===== src/rtl/button_press_counter.sv =====
// Two debounced push-buttons step a wrapping up/down count for the LED bank.
// Each accepted press produces exactly one registered pulse; releases never pulse.

module button_debounce #(
   parameter int DEBOUNCE_CYCLES = 16
) (
   input  logic clk,
   input  logic reset,
   input  logic raw,
   output logic pulse
);

   localparam int CW = (DEBOUNCE_CYCLES > 2) ? $clog2(DEBOUNCE_CYCLES) : 1;
   localparam logic [CW-1:0] LAST = CW'(DEBOUNCE_CYCLES - 1);

   typedef enum logic [1:0] {
      STABLE_LOW  = 2'd0,
      CHECK_HIGH  = 2'd1,
      STABLE_HIGH = 2'd2,
      CHECK_LOW   = 2'd3
   } state_t;

   state_t          state;
   state_t          state_next;
   logic [CW-1:0]   count;
   logic [CW-1:0]   count_next;
   logic            stable;
   logic            stable_next;
   logic            stable_prev;
   logic            s1;
   logic            s;

   // Synchroniser, debounce state and edge-detect registers.
   always_ff @(posedge clk) begin
      if (reset) begin
         s1          <= 1'b0;
         s           <= 1'b0;
         state       <= STABLE_LOW;
         count       <= '0;
         stable      <= 1'b0;
         stable_prev <= 1'b0;
         pulse       <= 1'b0;
      end else begin
         s1          <= raw;
         s           <= s1;
         state       <= state_next;
         count       <= count_next;
         stable      <= stable_next;
         stable_prev <= stable;
         pulse       <= stable & ~stable_prev;
      end
   end

   // Any bounce back to the old level restarts the whole window.
   always_comb begin
      state_next  = state;
      count_next  = count;
      stable_next = stable;
      case (state)
         STABLE_LOW: begin
            if (s) begin
               state_next = CHECK_HIGH;
               count_next = CW'(1);
            end else begin
               count_next = '0;
            end
         end
         CHECK_HIGH: begin
            if (!s) begin
               state_next = STABLE_LOW;
               count_next = '0;
            end else if (count == LAST) begin
               state_next  = STABLE_HIGH;
               count_next  = '0;
               stable_next = 1'b1;
            end else begin
               count_next = count + CW'(1);
            end
         end
         STABLE_HIGH: begin
            if (!s) begin
               state_next = CHECK_LOW;
               count_next = CW'(1);
            end else begin
               count_next = '0;
            end
         end
         CHECK_LOW: begin
            if (s) begin
               state_next = STABLE_HIGH;
               count_next = '0;
            end else if (count == LAST) begin
               state_next  = STABLE_LOW;
               count_next  = '0;
               stable_next = 1'b0;
            end else begin
               count_next = count + CW'(1);
            end
         end
         default: begin
            state_next  = STABLE_LOW;
            count_next  = '0;
            stable_next = 1'b0;
         end
      endcase
   end

endmodule

module button_press_counter #(
   parameter int WIDTH           = 4,
   parameter int DEBOUNCE_CYCLES = 16
) (
   input  logic             clk,
   input  logic             reset,
   input  logic             button_up,
   input  logic             button_down,
   output logic [WIDTH-1:0] counter,
   output logic             press_up,
   output logic             press_down
);

   button_debounce #(.DEBOUNCE_CYCLES(DEBOUNCE_CYCLES)) u_up (
      .clk   (clk),
      .reset (reset),
      .raw   (button_up),
      .pulse (press_up)
   );

   button_debounce #(.DEBOUNCE_CYCLES(DEBOUNCE_CYCLES)) u_down (
      .clk   (clk),
      .reset (reset),
      .raw   (button_down),
      .pulse (press_down)
   );

   // Wrapping count; simultaneous presses cancel.
   always_ff @(posedge clk) begin
      if (reset) begin
         counter <= '0;
      end else begin
         case ({press_up, press_down})
            2'b10:   counter <= counter + WIDTH'(1);
            2'b01:   counter <= counter - WIDTH'(1);
            default: counter <= counter;
         endcase
      end
   end

endmodule


===== config.mk =====
export PLATFORM = sky130hd
export DESIGN_NAME = button_press_counter
export DESIGN_NICKNAME = d
export VERILOG_FILES = /design/src/rtl/button_press_counter.sv
export SDC_FILE = /design/constraint.sdc
export NUM_CORES = 1
export LEC_CHECK = 0
export CORE_UTILIZATION = 45
export CTS_CLUSTER_DIAMETER = 200
export DETAILED_ROUTE_END_ITERATION = 8
export GPL_TIMING_DRIVEN = 0
export PLACE_DENSITY_LB_ADDON = 0.3
export SYNTH_ARGS = -nofsm -noshare
export SYNTH_HDL_FRONTEND = slang
export SYNTH_SLANG_ARGS = --single-unit

===== constraint.sdc =====
create_clock -name clk -period 2.5 [get_ports clk]
set_input_delay 0.5 -clock clk [delete_from_list [all_inputs] [get_ports clk]]
set_output_delay 0.5 -clock clk [all_outputs]
set_load 0.01 [all_outputs]

==> flow_summary_export.csv <==
group,metric,value,unit
outcome,outcome,"finished clean",
place,portBuffers,9,
detailed_routing,drt-met1-wl,791,µm
pwr,seq_power_share,56.7,%
die,die_x,49.9,µm
clock_network,clk_path_buf_depth,2,
sta,slew_headroom,71.0,%
sta,fin_skew,0.00604,ns
detailed_routing,met3WireLength,30,µm
layout,final_cell_mix,"dfxtp_1 (26), nor2_1 (13), a21oi_1 (13)",
layout,register_area,520,µm²
run,max_cap_violations,0,
detailed_routing,vias,727,
sta,setup-violations-final,0,
clock_network,postCtsSetupBuffers,0,
layout,n_antenna_cell,0,
yosys,syn_area_per_cell,9.75,µm²
layout,multi_input_area,483,µm²
layout,fin_cells,146,
yosys,ys_seq_area_share,50.4,%
detailed_routing,drt_iter0_markers,10,
yosys,yosys.area.top_type_share,50.4,%
detailed_routing,detail_route.vias_per_cell,4.98,
sta,slew_viol_final,0,
clock_network,cts.clk_slew.worst_paths,0.14,ns
sta,fin_crit,1.95,ns
grt,grt_overflow,0,
detailed_routing,firstDrtPassIters,4,
clock_network,ctsResizeCount,0,
clock_network,insertion_delay,0.31,ns
detailed_routing,maxUsedRoutingLayer,"met4",
die,io_pins,10,
layout,drive_gt1_share,5.04,%
detailed_routing,wl_per_cell,10.7,µm
critical_path,worst_ep_arrival_time,2.20,ns
detailed_routing,route.met2.wl,723,µm
pwr,pwr_density_cell,640,nW/µm²
pwr,p_leak,0.463,nW
clock_network,root_buffer,"clkbuf_4",
layout,fin_nets,130,
detailed_routing,wl,1560,µm
place,place.gp.congestion,0.750,
yosys,synth-seq-cells,26,
critical_path,cp-start-kind,"flip-flop",
yosys,yosys_warnings,0,
min_path,hold_class,"flip-flop to flip-flop",
grt,grt_pass1_wl,2750,µm
pwr,clock_power_share,35.8,%
critical_path,cp-end-kind,"flip-flop",
yosys,synth_cell_type_count,22,
pwr,pwr-share-comb,7.5,%
die,die-area,2490,µm²
clock_network,ctsHoldBuffers,0,
layout,nFillCells,197,
detailed_routing,drc,0,
sta,worst_pin_slew,0.435,ns
yosys,synthTopCellsByArea,"dfxtp_1 (50%), a21oi_1 (6.3%), ha_1 (6.1%), nor2b_1 (6.1%), nor2_1 (4.7%)",
grt,grt_pass1_vias,672,
clock_network,cts_max_level,1,
die,rows,16,
critical_path,worstSetupPathType,"flip-flop to flip-flop",
pwr,p_switching,0.000153,W
critical_path,cp_max_fo,3,
sta,setup-tns-final,0,ns
pwr,vdd.ir_drop.worst,406,µV
grt,grt_max_degree,16,
grt,grt.total_usage,14.4,%
clock_network,clkSinkCount,26,
sta,fmax,0.513,GHz
die,die_y,49.9,µm
sta,rsz0062_at_grt,"no",
yosys,synth_area,1030,µm²
sta,finalHoldViolCount,0,
pwr,switching_share,19.7,%
layout,final_common_cell,"dfxtp_1",
sta,min_period_over_period,78.0,%
layout,area_growth_syn_to_layout,17.1,%
clock_network,cts_buffers,3,
pwr,intPower,0.000622,W
clock_network,cts_tree,"built",
detailed_routing,postRouteAntennaNets,0,
place,place_hpwl,1200,µm
place,dp_cells,142,
critical_path,required,2.75,ns
yosys,synth_nets,116,
yosys,synth_area_leader_cell,"dfxtp_1",
die,coreArea,2060,µm²
yosys,synth_cells,106,
die,start_util,50.1,%
grt,antenna_found_initial,0,
==> worst max-delay path: stages (launching register included) <==
cell	delay, ns
dfxtp_1	0.36
inv_1	0.04
ha_1	0.23
ha_1	0.33
a21oi_1	0.20
a21oi_1	0.10
or4_1	0.47
a21oi_1	0.15
==> synth_stat cells (all sizes together) <==
| cell type | instances |
|---|---|
| dfxtp | 26 |
| a21oi | 13 |
| nor2 | 13 |
| nor2b | 10 |
| inv | 6 |
| ha | 5 |
| nand2b | 4 |
| xor2 | 4 |
| and3 | 3 |
| a2bb2oi | 2 |
| a31o | 2 |
| and4 | 2 |
| clkbuf | 2 |
| mux2i | 2 |
| nand2 | 2 |
| nand4b | 2 |
| o21ai | 2 |
| xnor2 | 2 |
| fa | 1 |
| nand3 | 1 |
| o31ai | 1 |
| or4 | 1 |
==> kinds of logic after synthesis <==
kind of cell | count (synthesis) | synth area share, %
AOI/OAI and AO/OA | 20 | 11.4
and+or+nand+nor | 38 | 20.3
buffers and inverters | 8 | 2.91
adders and majority gates | 6 | 7.99
xor gates and xnor gates | 6 | 5.08
DFF | 26 | 50.4
muxes | 2 | 1.94
==> state kept, by name, summed over array words and instances, names as in the netlist, named ones only <==
signal / cells
u_down.state: 1
u_down.pulse: 1
u_up.stable_prev: 1
counter: 4
u_down.stable_prev: 1
u_down.s1: 1
u_up.s: 1
u_up.state: 1
u_up.stable: 1
u_down.stable: 1
u_down.s: 1
u_up.s1: 1
u_up.pulse: 1
u_up.count: 4
u_down.count: 4
==> cell type report <==
| cell class | instances | share of cell area (%) |
|---|---|---|
| Buffer | 2 | 0.620 |
| Clock buffer | 3 | 1.86 |
| Clock inverter | 1 | 2.48 |
| Inverter | 6 | 1.86 |
| Multi-Input combinational cell | 72 | 39.9 |
| Sequential cell | 26 | 43.0 |
| Tap cell | 27 | 2.79 |
| Timing Repair Buffer | 9 | 7.45 |
==> path summary, 6_finish.rpt <==
check,startpoint,end,slack (ns),cells past startpoint
worst min register to register,u_up.stable_prev,u_up.pulse,0.39,1
worst max register to register,u_up.pulse,counter[3],0.55,7
worst min-delay path,u_up.stable_prev,u_up.pulse,0.39,1
worst max-delay path,u_up.pulse,counter[3],0.55,7
==> stage by stage <==
step | hold slack [ns] | total power [W] | setup slack, ns | utilization (%) | instance area (µm²)
6_report | 0.393 | 0.000774 | 0.550 | 58.7 | 1210
5_1_grt | 0.407 | 0.000813 | 0.389 | 58.7 | 1210
3_3_place_gp | 0.373 | 0.000504 | 0.654 | 56.1 | 1160
3_5_place_dp | 0.374 | 0.000506 | 0.585 | 56.1 | 1160
4_1_cts | 0.394 | 0.000784 | 0.561 | 58.7 | 1210
2_1_floorplan | 0.367 | 0.000482 | 0.659 | - | 1030
==> power by group through the flow <==
stage / combinational [W] / clock (W) / sequential (W)
finish: 0.0000581 / 0.000277 / 0.000439
global route: 0.0000654 / 0.000307 / 0.000441
CTS: 0.0000587 / 0.000286 / 0.000439
detailed placement: 0.0000581 / 0 / 0.000448
global placement: 0.0000562 / 0 / 0.000447
floorplan: 0.0000339 / 0 / 0.000448
==> per-layer routing <==
layer / GRT usage [%] / up-vias
met1: 18.4 / 332
li1: - / 388
met5: 0 / -
met3: 3.70 / 2
met2: 23.0 / 5
met4: 5.71 / 0
(Power assumes the default switching activity.)
